File: src/rtl/change_dispenser_pkg.sv
// Shared coin-interface definitions: legal coin values and the dispenser FSM state encoding.
// Latency: n/a (definitions only).
// Backpressure: n/a.
package change_dispenser_pkg;

  // Coin values as seen on the coin bus; the coin validator checks against the same constants.
  typedef logic [3:0] coin_t;

  localparam coin_t COIN_NONE = 4'd0;
  localparam coin_t COIN_1    = 4'd1;
  localparam coin_t COIN_5    = 4'd5;
  localparam coin_t COIN_10   = 4'd10;

  typedef enum logic [1:0] {
    IDLE,
    SELECT,
    OFFER,
    FINISH
  } state_t;

endpackage

File: src/rtl/change_dispenser_if.sv
// Handshake bundle between the vending controller / coin-eject mechanism and the change dispenser.
// Latency: n/a (wires only).
// Backpressure: coin_valid/coin_ack handshake; the dispenser holds a coin until it is acked.
// Ports: start/change_amount/refill/ready (controller request), coin_out/coin_valid/coin_ack (eject),
//        done/error/remaining (transaction status).
interface change_dispenser_if
  import change_dispenser_pkg::*;
#(
  parameter int AMT_W = 8
);
  logic             start;
  logic [AMT_W-1:0] change_amount;
  logic             refill;
  logic             ready;
  coin_t            coin_out;
  logic             coin_valid;
  logic             coin_ack;
  logic             done;
  logic             error;
  logic [AMT_W-1:0] remaining;

  // Controller / eject side.
  modport master (
    output start, change_amount, refill, coin_ack,
    input  ready, coin_out, coin_valid, done, error, remaining
  );

  // Dispenser side.
  modport slave (
    input  start, change_amount, refill, coin_ack,
    output ready, coin_out, coin_valid, done, error, remaining
  );
endinterface

File: src/rtl/change_dispenser_coin_selector.sv
// Greedy coin choice: largest coin that fits in the amount owed and is still in stock.
// Latency: combinational.
// Backpressure: none.
// Ports: remaining (NIS owed), has_10/has_5/has_1 (stock non-zero), coin (COIN_NONE if nothing fits).
module change_dispenser_coin_selector
  import change_dispenser_pkg::*;
#(
  parameter int AMT_W = 8
) (
  input  logic [AMT_W-1:0] remaining,
  input  logic             has_10,
  input  logic             has_5,
  input  logic             has_1,
  output coin_t            coin
);

  always_comb begin
    coin = COIN_NONE;
    if (remaining >= AMT_W'(10) && has_10) begin
      coin = COIN_10;
    end else if (remaining >= AMT_W'(5) && has_5) begin
      coin = COIN_5;
    end else if (remaining >= AMT_W'(1) && has_1) begin
      coin = COIN_1;
    end
  end

endmodule

File: src/rtl/change_dispenser.sv
// Pays a change amount as a stream of 10/5/1 NIS coins, largest first, from per-denomination stock.
// Latency: start -> first coin_valid 2 cycles; one SELECT cycle between coins; done 1 cycle after last decision.
// Backpressure: a coin stays on coin_out with coin_valid high until coin_ack; no timeout.
// Ports: clk, rst (sync, active-high); bus = change_dispenser_if.slave (request, coin handshake, status).
module change_dispenser
  import change_dispenser_pkg::*;
#(
  parameter int AMT_W      = 8,
  parameter int CNT_W      = 6,
  parameter int INIT_STOCK = 20
) (
  input  logic              clk,
  input  logic              rst,
  change_dispenser_if.slave bus
);

  localparam logic [CNT_W-1:0] STOCK_FULL = CNT_W'(INIT_STOCK);

  state_t           state;
  logic [CNT_W-1:0] stk10, stk5, stk1;
  logic [AMT_W-1:0] remaining_q;
  coin_t            coin_q;
  coin_t            sel_coin;
  logic             ready_q, valid_q, done_q, error_q;

  change_dispenser_coin_selector #(.AMT_W(AMT_W)) u_sel (
    .remaining (remaining_q),
    .has_10    (stk10 != '0),
    .has_5     (stk5 != '0),
    .has_1     (stk1 != '0),
    .coin      (sel_coin)
  );

  assign bus.ready      = ready_q;
  assign bus.coin_out   = coin_q;
  assign bus.coin_valid = valid_q;
  assign bus.done       = done_q;
  assign bus.error      = error_q;
  assign bus.remaining  = remaining_q;

  always_ff @(posedge clk) begin
    if (rst) begin
      state       <= IDLE;
      ready_q     <= 1'b1;
      coin_q      <= COIN_NONE;
      valid_q     <= 1'b0;
      done_q      <= 1'b0;
      error_q     <= 1'b0;
      remaining_q <= '0;
      stk10       <= STOCK_FULL;
      stk5        <= STOCK_FULL;
      stk1        <= STOCK_FULL;
    end else begin
      done_q <= 1'b0;
      case (state)
        IDLE: begin
          // Refill and start may land together; the new transaction sees full stock.
          if (bus.refill) begin
            stk10 <= STOCK_FULL;
            stk5  <= STOCK_FULL;
            stk1  <= STOCK_FULL;
          end
          if (bus.start) begin
            remaining_q <= bus.change_amount;
            error_q     <= 1'b0;
            ready_q     <= 1'b0;
            state       <= SELECT;
          end
        end
        SELECT: begin
          if (remaining_q == '0) begin
            done_q <= 1'b1;
            state  <= FINISH;
          end else if (sel_coin == COIN_NONE) begin
            // Something is still owed but no stocked coin fits: exact change impossible.
            error_q <= 1'b1;
            done_q  <= 1'b1;
            state   <= FINISH;
          end else begin
            coin_q  <= sel_coin;
            valid_q <= 1'b1;
            state   <= OFFER;
          end
        end
        OFFER: begin
          if (valid_q && bus.coin_ack) begin
            // Selector guarantees coin <= remaining and the matching stock is non-zero.
            remaining_q <= remaining_q - AMT_W'(coin_q);
            case (coin_q)
              COIN_10: if (stk10 != '0) stk10 <= stk10 - CNT_W'(1);
              COIN_5:  if (stk5 != '0)  stk5  <= stk5 - CNT_W'(1);
              COIN_1:  if (stk1 != '0)  stk1  <= stk1 - CNT_W'(1);
              default: ;
            endcase
            valid_q <= 1'b0;
            coin_q  <= COIN_NONE;
            state   <= SELECT;
          end
        end
        FINISH: begin
          ready_q <= 1'b1;
          state   <= IDLE;
        end
        default: state <= IDLE;
      endcase
    end
  end

endmodule

File: src/flat_wrapper.sv
// flat-port wrapper written by rule: the top's interface ports become plain ports
module change_dispenser_flat import change_dispenser_pkg::*;
#(
  parameter int AMT_W      = 8,
  parameter int CNT_W      = 6,
  parameter int INIT_STOCK = 20
)
  (clk, rst, bus_start, bus_change_amount, bus_refill, bus_coin_ack, bus_ready, bus_coin_out, bus_coin_valid, bus_done, bus_error, bus_remaining);
  change_dispenser_if #(.AMT_W(AMT_W)) bus_i ();
  input  logic clk;
  input  logic rst;
  input wire logic [$bits(bus_i.start)-1:0] bus_start;
  input wire logic [$bits(bus_i.change_amount)-1:0] bus_change_amount;
  input wire logic [$bits(bus_i.refill)-1:0] bus_refill;
  input wire logic [$bits(bus_i.coin_ack)-1:0] bus_coin_ack;
  output wire logic [$bits(bus_i.ready)-1:0] bus_ready;
  output wire logic [$bits(bus_i.coin_out)-1:0] bus_coin_out;
  output wire logic [$bits(bus_i.coin_valid)-1:0] bus_coin_valid;
  output wire logic [$bits(bus_i.done)-1:0] bus_done;
  output wire logic [$bits(bus_i.error)-1:0] bus_error;
  output wire logic [$bits(bus_i.remaining)-1:0] bus_remaining;
  assign bus_i.start = bus_start;
  assign bus_i.change_amount = bus_change_amount;
  assign bus_i.refill = bus_refill;
  assign bus_i.coin_ack = bus_coin_ack;
  assign bus_ready = bus_i.ready;
  assign bus_coin_out = bus_i.coin_out;
  assign bus_coin_valid = bus_i.coin_valid;
  assign bus_done = bus_i.done;
  assign bus_error = bus_i.error;
  assign bus_remaining = bus_i.remaining;
  change_dispenser #(.AMT_W(AMT_W), .CNT_W(CNT_W), .INIT_STOCK(INIT_STOCK)) u_core (.clk(clk), .rst(rst), .bus(bus_i));
endmodule
File: config.mk
export PLATFORM = sky130hd
export DESIGN_NAME = change_dispenser_flat
export DESIGN_NICKNAME = d
export VERILOG_FILES = /design/src/rtl/change_dispenser_pkg.sv /design/src/rtl/change_dispenser_if.sv /design/src/rtl/change_dispenser_coin_selector.sv /design/src/rtl/change_dispenser.sv /design/src/flat_wrapper.sv
export SDC_FILE = /design/constraint.sdc
export NUM_CORES = 1
export LEC_CHECK = 0
export ABC_AREA = 1
export BUFFER_PORTS_ARGS = -buffer_cell sky130_fd_sc_hd__buf_2
export CORE_ASPECT_RATIO = 0.5
export CORE_MARGIN = 2
export CORE_UTILIZATION = 51
export CTS_BUF_LIST = sky130_fd_sc_hd__clkbuf_16
export CTS_CLUSTER_DIAMETER = 60
export DETAILED_ROUTE_END_ITERATION = 6
export PLACE_DENSITY = 0.78
export SETUP_SLACK_MARGIN = 0.02
export SKIP_CTS_REPAIR_TIMING = 1
export SLEW_MARGIN = 25
export SYNTH_ARGS = -nofsm -noshare
export SYNTH_HDL_FRONTEND = slang
export SYNTH_SLANG_ARGS = --single-unit
File: constraint.sdc
create_clock -name clk -period 1.75 [get_ports clk]
set_input_delay 0.175 -clock clk [delete_from_list [all_inputs] [get_ports clk]]
set_output_delay 0.175 -clock clk [all_outputs]
set_load 0.05 [all_outputs]
==> impl_metrics.tcl, run 1 <==
set metrics [dict create \
    power.switching_fraction_pct 39.8 \
    grt_max_degree 17 \
    fin_hold_ws_ns 0.132 \
    crit_path_max_fanout 4 \
    period_share_pct 96.1 \
    die_h_um 48.5 \
    reg2reg_to "u_core.bus.remaining[6]" \
    cp.required_ns 1.91 \
    maxClockFrequency_mhz 595 \
    dpl.hpwl_um 3440 \
    place_area_um2 2220 \
    tritoncts "yes" \
    syn-cell-area_um2 2020 \
    synthSimpleGateAreaFrac_pct 31.0 \
    async_flop_share_pct 0 \
    endpoint_kind "register" \
    ant_nets 0 \
    drc_errors 0 \
    finalSetupViolations 0 \
    die_area_um2 4510 \
    clock_path_buffers 2 \
    clk_pin_slew_ns 0.06 \
    htreeDepth 2 \
    power_density_nw_per_um2 1210 \
    synth_xor_area_share_pct 3.90 \
    p_switching_mw 1.16 \
    hold_class "primary input to register" \
    wl_per_cell_um 12.8 \
    synth.top_cells.by_count "58 x nand2_1, 41 x nor2_1, 35 x dfxtp_1" \
    fin_worst_skew_ns 0.00723 \
    regToRegSetupSlack_ns 0.07 \
    slew_headroom_pct 74.9 \
    combPwrFrac_pct 36.4 \
    clk_root_buffer_cell "clkbuf_16" \
    grt_most_used_layer "met2" \
    clock_latency_ns 0.28 \
    grt_pass1_vias 1929 \
    antenna_found_initial 0 \
    r2r-start "u_core.bus.remaining[0]" \
    synth_top_area_cell "dfxtp_1" \
    drtIter0Drc 93 \
    hold_end "u_core.bus.remaining[1]" \
    met3_usage_pct 4.21 \
    synth_fa_ha_area_share_pct 5.33 \
    status "finished clean" \
    nNetsFinal 352 \
    synth.ff_latch_count 35 \
    synth-seq-area-share_pct 34.7 \
    syn_avg_cell_area_um2 6.78 \
    seqPwrFrac_pct 34.5 \
    grt_pass1_wl_um 8450 \
    synth_area_leaders "dfxtp_1 35%, nand2_1 11%, a21oi_1 7.7%, nor2_1 7.6%, nand3_1 5.7%" \
    p_int_mw 1.75 \
    synth_fp_nets 319 \
    syn_inst 298 \
    critPathArrivalTime_ns 1.84 \
    preCtsSetupSlack_ns 0.0665 \
    routed_wl_um 4920 \
    die_w_um 93.0 \
    period_needed_ns 1.68 \
    synth.most_common_cell "nand2_1" \
    worstRegToRegCells 11 \
    layout_setup_ws_ns 0.0690 \
    use_met2_pct 40.5 \
    setup.worst_path.start_class "register" \
    yosysTopAreaCellShare_pct 34.7 \
    gr-usage-met1_pct 29.2 \
    min_from "bus_change_amount[1]" \
    fin_tns_setup_ns 0 \
    clockPowerShare_pct 29.2 \
    io_buffers 28 \
    synthMuxAreaShare_pct 0 \
    p_leak_nw 1.07 \
    coreArea_um2 3840 \
    layout-drive-gt1-share_pct 21.1 \
    tightest_slew_ns 0.374 \
    n_antenna_cell 0 \
    fp-row-count 16 \
    synth-compound-area-share_pct 16.2 \
    start_util_pct 52.5 \
    gp_congestion 0.917 \
    synth_edf_count 0 \
    cts_made_buffers 5 \
    stdcell_area_um2 2410 \
    routed_via_density 5.33 \
    power.total_mw 2.91 \
    io_pins 29 \
    overflow 0 \
    drv_cap 0 \
    synth_top_family_by_area "simple AND/OR/NAND/NOR gates" \
    drt_pass1_iterations 4 \
    hold_depth 3 \
    crit_type "register to register" \
    grt.total_usage_pct 23.4 \
    yosysUniqueCellTypes 33 \
    slew_violations 0 \
    areaGrowthSynthToFinish_pct 19.1 \
    hold_viol 0 \
    num_vias 2056 \
    irDropWorstVdd_mv 0.489 \
    clock-sinks 35 \
    yosysWarnings 0 \
    synth_ff_type "dfxtp_1" \
]
cell type report:
cell class | count | area (um^2)
clock buffers | 5 | 125
inverters | 38 | 145
repair buffers | 32 | 170
fillers | 342 | 1440
multi-input cells | 219 | 1170
flip-flops and latches | 35 | 709
well taps | 54 | 67.6
clock inverters | 3 | 15.0
cell families (layout without fill, tap and decap cells):
group	count (synthesis)	after routing
simple gates	141	141
compound gates	61	61
buf+inv	44	78
xor+xnor	9	9
flops	35	35
fa+ha+maj	8	8
registers in the layout, indices dropped and copies added, names as in the netlist:
signal	cells
u_core.bus.error	1
u_core.bus.remaining	8
u_core.bus.done	1
u_core.stk5	6
u_core.bus.coin_out	3
u_core.stk1	6
u_core.state	2
u_core.stk10	6
u_core.bus.ready	1
u_core.bus.coin_valid	1
stage by stage:
stage	utilization, %	instances
6_report	62.6	386
5_1_grt	62.6	386
4_1_cts	61.5	385
3_5_place_dp	57.9	377
3_3_place_gp	57.9	377
2_1_floorplan	-	298
worst max-delay path: stages (launching register included):
cell and delay (ns):
dfxtp_4 0.36, inv_4 0.04, ha_4 0.16, fa_2 0.40, o21ai_2 0.16, nand2_1 0.08
nand2_1 0.09, nor2_2 0.05, nand2_1 0.06, nand2_1 0.05, nand2_1 0.05, a21oi_1 0.05
power groups by stage:
stage	clock [mW]	combinational, mW	sequential [mW]
4_1_cts	0.862	1.01	0.994
3_3_place_gp	0	0.979	1.01
3_5_place_dp	0	1.00	1.01
2_1_floorplan	0	0.648	1.15
6_report	0.849	1.06	1.00
5_1_grt	0.895	1.19	1.02
layer usage:
metal	part of all wire, %	vias up
li1	-	1035
met1	47	941
met2	47	66
met5	0	-
met4	2.1	0
met3	4.2	14
worst max-delay path by stage:
stage,start,to,slack [ns],cells past startpoint
after floorplan,u_core.bus.remaining[0],u_core.bus.remaining[4],0.03,9
after global placement,u_core.bus.remaining[0],u_core.bus.remaining[4],0.11,9
after detailed placement,u_core.bus.remaining[0],u_core.bus.remaining[4],0.07,9
after CTS,u_core.bus.remaining[0],u_core.bus.remaining[4],0.05,9
after global routing,u_core.bus.remaining[0],u_core.bus.remaining[6],-0.01,11
final,u_core.bus.remaining[0],u_core.bus.remaining[6],0.07,11
layout by cell type, fill, tap and decap left out, drive strengths merged:
cell type | netlist | layout
xnor2 | 1 | 1
dfxtp | 35 | 35
fa | 1 | 1
a31oi | 1 | 1
or2 | 2 | 2
clkinv | 1 | 4
ha | 7 | 7
o21a | 1 | 1
clkbuf | 2 | 5
a21oi | 33 | 33
o21ai | 22 | 22
xor2 | 8 | 8
nor3 | 3 | 3
inv | 37 | 37
buf | 4 | 32
o211ai | 1 | 1
a211oi | 3 | 3
nand3 | 23 | 23
and2 | 1 | 1
nand3b | 3 | 3
nor2 | 44 | 44
nand4 | 4 | 4
nand2 | 61 | 61
(Power assumes the default switching activity.)
==> inputs of run 2 (changes only) <==
- ABC_AREA: 1 -> not set
- BUFFER_PORTS_ARGS: -buffer_cell sky130_fd_sc_hd__buf_2 -> not set
- CORE_UTILIZATION: 51 -> 35
- DONT_BUFFER_PORTS: not set -> 1
- PLACE_DENSITY: 0.78 -> 0.54
==> impl_metrics.tcl, run 2 <==
set metrics [dict create \
    synth.most_common_cell "dfxtp_1" \
    maxClockFrequency_mhz 555 \
    dpl.hpwl_um 3960 \
    startpoint "u_core.stk1[1]" \
    clock_latency_ns 0.28 \
    coreArea_um2 5520 \
    drtIter0Drc 50 \
    synth_edf_count 0 \
    num_vias 1895 \
    drv_cap 0 \
    die_h_um 57.7 \
    violations "setup timing" \
    crit_chain "inv_2, ha_4, nor3b_4, nand2_2, a2111oi_4, o21ai_2, a32o_1" \
    layout-drive-gt1-share_pct 42.3 \
    antenna_found_initial 0 \
    yosysTopAreaCellShare_pct 34.7 \
    irDropWorstVdd_mv 0.582 \
    reg2reg_to "u_core.bus.coin_valid" \
    cp.depth 7 \
    finalSetupViolations 5 \
    highest_layer "met4" \
    synth_area_leaders "dfxtp_1 35%, nor2_1 5.0%, xor2_1 4.8%, ha_1 4.3%, o211ai_1 3.3%" \
    wl_met2_um 2470 \
    largest_reg_flops 8 \
    yosysWarnings 0 \
    fin_worst_skew_ns 0.00498 \
    synth_top_area_cell "dfxtp_1" \
    wl_met3_um 247 \
    n_antenna_cell 0 \
    syn_avg_cell_area_um2 8.67 \
    ant_nets 0 \
    critPathArrivalTime_ns 1.97 \
    regToRegSetupSlack_ns -0.05 \
    critPathSlowestCell "a2111oi_4" \
    syn-cell-area_um2 2020 \
    grt_max_degree 21 \
    grt_pass1_vias 1853 \
    preCtsSetupSlack_ns -0.117 \
    period_share_pct 103 \
    syn_inst 233 \
    grt.total_usage_pct 17.7 \
    period_needed_ns 1.80 \
    slew_headroom_pct 43.2 \
    endpoint "u_core.bus.coin_valid" \
    nNetsFinal 306 \
    drt_pass1_iterations 4 \
    max_stage_delay_ns 0.45 \
    layout_commonest_cell "buf_4" \
    routed_via_density 5.28 \
    worst-path-buf-inv 1 \
    tightest_slew_ns 0.849 \
    power.total_mw 3.05 \
    synth-seq-area-share_pct 34.7 \
    routed_wl_um 5440 \
    io_pins 29 \
    place_area_um2 2480 \
    endpoint_kind "register" \
    areaGrowthSynthToFinish_pct 43.2 \
    drc_errors 0 \
    rsz0062_at_grt "true" \
    tritoncts "yes" \
    path_delay_family "compound AO/OA/AOI/OAI gates" \
    yosysUniqueCellTypes 49 \
    overflow 0 \
    htreeDepth 2 \
    synth.top_cells.by_count "35 x dfxtp_1, 27 x nor2_1, 14 x inv_1, 14 x nand2_1" \
    synth_ff_type "dfxtp_1" \
    setup.worst_path.start_class "register" \
    fin_tns_setup_ns -0.0693 \
    start_util_pct 36.6 \
    slew_violations 0 \
    async_flop_share_pct 0 \
    clock_path_buffers 2 \
    clock-sinks 35 \
    status "finished, violations left" \
    crit_path_max_fanout 5 \
    stdcell_area_um2 2890 \
    crit_type "register to register" \
    hold_viol 0 \
    wl_per_cell_um 15.2 \
    p_leak_nw 1.09 \
    clk_pin_slew_ns 0.06 \
    r2r-start "u_core.stk1[1]" \
    die_area_um2 6430 \
    synth_fp_nets 254 \
    grt_pass1_wl_um 9020 \
    hold_class "primary input to register" \
    fp-row-count 19 \
    met1_length_um 2680 \
    clk_root_buffer_cell "clkbuf_16" \
    io_buffers 0 \
    synth.ff_latch_count 35 \
    cp.required_ns 1.92 \
    cts_made_buffers 5 \
    layout_setup_ws_ns -0.0503 \
    gp_congestion 0.830 \
    worstRegToRegCells 7 \
    die_w_um 111 \
    power_density_nw_per_um2 1060 \
    mostFrequentLayoutCells "51 x buf_4, 26 x nor2_1, 19 x dfxtp_1, 13 x nand2_1" \
]
[run 2: changes by cell type after synthesis, sizes merged, moves of 11 or more]
cell,before,now
nand2,61,15
nand3,23,5
nor2,44,27
a21oi,33,12
inv,37,14
o21ai,22,11
[run 2: layout make-up]
type	count	area, um^2
clock inverter	3	43.8
tap	73	91.3
fill	531	2620
timing repair buffer	54	415
multi-input combinational	175	1430
inverter	14	55.1
clock buffer	5	125
sequential	35	733
[run 2: worst min-delay path by stage]
stage,to,from,cells after the start
2_1_floorplan,u_core.bus.ready,bus_start,2
3_3_place_gp,u_core.bus.remaining[4],rst,1
3_5_place_dp,u_core.bus.remaining[4],rst,1
4_1_cts,u_core.bus.coin_out[2],rst,1
5_1_grt,u_core.state[1],bus_coin_ack,3
6_report,u_core.bus.remaining[6],bus_change_amount[6],2
[run 2: logic make-up after synthesis]
| kind of cell | after synthesis | synth area share [%] |
|---|---|---|
| buf+inv | 23 | 5.02 |
| flops | 35 | 34.7 |
| simple gates | 82 | 21.0 |
| xor+xnor | 14 | 6.07 |
| compound gates | 68 | 26.4 |
| mux | 3 | 1.49 |
| fa+ha+maj | 8 | 5.32 |
[run 2: where the power goes]
part | switching, mW | internal [mW]
clock | 0.346 | 0.671
combinational | 0.600 | 0.485
sequential | 0.0812 | 0.872
total | 1.03 | 2.03
[run 2: through the flow]
| stage | std cells | hold slack (ns) | utilization [%] |
|---|---|---|---|
| after floorplan | 233 | 0.353 | - |
| after global placement | 341 | 0.242 | 45.1 |
| after detailed placement | 341 | 0.241 | 45.1 |
| after CTS | 349 | -0.0496 | 48.1 |
| after global routing | 359 | 0.0847 | 52.5 |
| final | 359 | 0.0753 | 52.5 |
[run 2: per-layer routing]
metal,track usage [%],vias to the layer above
li1,-,961
met1,23.0,899
met2,28.7,30
met3,5.02,5
met4,6.35,0
met5,0,-
==> inputs of run 3 (changes only) <==
- ABC_AREA: not set -> 1
==> impl_metrics.tcl, run 3 (synthesis results as in run 1) <==
set metrics [dict create \
    clk_root_buffer_cell "clkbuf_16" \
    drtIter0Drc 128 \
    slew_violations 0 \
    stdcell_area_um2 2370 \
    rsz0062_at_grt "true" \
    min_from "rst" \
    power.total_mw 2.89 \
    htreeDepth 2 \
    hold_end "u_core.stk1[3]" \
    status "finished, violations left" \
    clock_path_buffers 2 \
    io_buffers 0 \
    io_pins 29 \
    antenna_found_initial 0 \
    layout-drive-gt1-share_pct 15.8 \
    crit_type "register to register" \
    regToRegSetupSlack_ns 0.09 \
    period_share_pct 94.8 \
    place_area_um2 2200 \
    gp_congestion 0.836 \
    routed_wl_um 5140 \
    fp-row-count 19 \
    nNetsFinal 337 \
    die_w_um 111 \
    startpoint "u_core.bus.remaining[0]" \
    critPathSlowestCell "fa_2" \
    layout_commonest_cell "nand2_1" \
    num_vias 1941 \
    drv_cap 0 \
    start_util_pct 36.6 \
    violations "hold timing" \
    grt_pass1_vias 1885 \
    highest_layer "met4" \
    endpoint_kind "register" \
    areaGrowthSynthToFinish_pct 17.5 \
    fin_worst_skew_ns 0.00295 \
    largest_reg_flops 8 \
    die_h_um 57.7 \
    wl_per_cell_um 13.2 \
    tritoncts "yes" \
    drt_pass1_iterations 4 \
    maxClockFrequency_mhz 603 \
    ant_nets 0 \
    overflow 0 \
    clock_latency_ns 0.27 \
    slew_headroom_pct 65.7 \
    wl_met3_um 210 \
    max_stage_delay_ns 0.40 \
    critPathArrivalTime_ns 1.86 \
    routed_via_density 4.98 \
    die_area_um2 6430 \
    crit_path_max_fanout 2 \
    grt.total_usage_pct 16.9 \
    period_needed_ns 1.66 \
    fin_hold_ws_ns -0.0397 \
    grt_pass1_wl_um 8690 \
    hold_viol 18 \
    grt_max_degree 22 \
    irDropWorstVdd_mv 0.487 \
    tightest_slew_ns 0.513 \
    drc_errors 0 \
    layout_setup_ws_ns 0.0914 \
    clk_pin_slew_ns 0.06 \
    path_delay_family "compound AO/OA/AOI/OAI gates" \
    coreArea_um2 5520 \
    power_density_nw_per_um2 1220 \
    cts_made_buffers 5 \
    reg2reg_to "u_core.bus.remaining[6]" \
    mostFrequentLayoutCells "58 x nand2_1, 41 x nor2_1, 31 x inv_1, 31 x a21oi_1, 30 x dfxtp_1" \
    n_antenna_cell 0 \
    cp.required_ns 1.95 \
    p_leak_nw 1.00 \
    finalSetupViolations 0 \
    clock-sinks 35 \
    hold_class "primary input to register" \
    preCtsSetupSlack_ns 0.0890 \
    met1_length_um 2460 \
    crit_chain "inv_2, ha_4, fa_2, o21ai_2, nand2_1, a31oi_1, o21ai_1, a21oi_1" \
    r2r-start "u_core.bus.remaining[0]" \
    setup.worst_path.start_class "register" \
    hold_depth 1 \
    worstRegToRegCells 8 \
    wl_met2_um 2420 \
    worst-path-buf-inv 1 \
    dpl.hpwl_um 3730 \
]
-- run 3: cell types whose count changed in the layout (fill, tap and decap cells not counted), sizes merged, moves of 4 or more --
cell     delta
nand3      +18
nor2b       -5
a2111oi     -4
a21oi      +21
o31ai       -5
o21ai      +11
nand2      +46
nor2       +17
nor3        -7
buf        -36
o211ai      -8
inv        +25
-- run 3: routing by layer --
layer	vias to the layer above	global-route usage [%]
li1	1007	-
met1	895	21.2
met2	37	29.4
met3	2	4.18
met4	0	4.94
met5	-	0
-- run 3: where the power goes --
group / switching (mW) / internal [mW] / total, mW
logic: 0.707 / 0.347 / 1.05
registers: 0.101 / 0.900 / 1.00
clock network: 0.323 / 0.514 / 0.837
-- run 3: layout make-up --
cell class	instances	area (um^2)
tap	73	91.3
sequential	35	709
clock buffer	5	125
clock inverter	3	12.5
timing repair buffer	17	128
inverter	38	143
fill	576	3140
multi-input combinational	219	1160
-- run 3: how the worst max path moves through the flow --
stage / end / slack [ns] / cells after the start
after floorplan: u_core.bus.remaining[4] / 0.03 / 9
final: u_core.bus.remaining[6] / 0.09 / 8
after global placement: u_core.bus.remaining[4] / 0.12 / 9
after global routing: u_core.bus.remaining[6] / -0.07 / 8
after detailed placement: u_core.bus.remaining[4] / 0.09 / 9
after CTS: u_core.bus.remaining[4] / 0.07 / 9
-- run 3: stage by stage --
step / TNS, ns / std cells / utilization [%]
finish: 0 / 390 / 43.0
global route: -0.0716 / 390 / 43.0
CTS: 0 / 388 / 42.4
detailed placement: 0 / 380 / 39.9
global placement: 0 / 380 / 39.9
floorplan: 0 / 298 / -
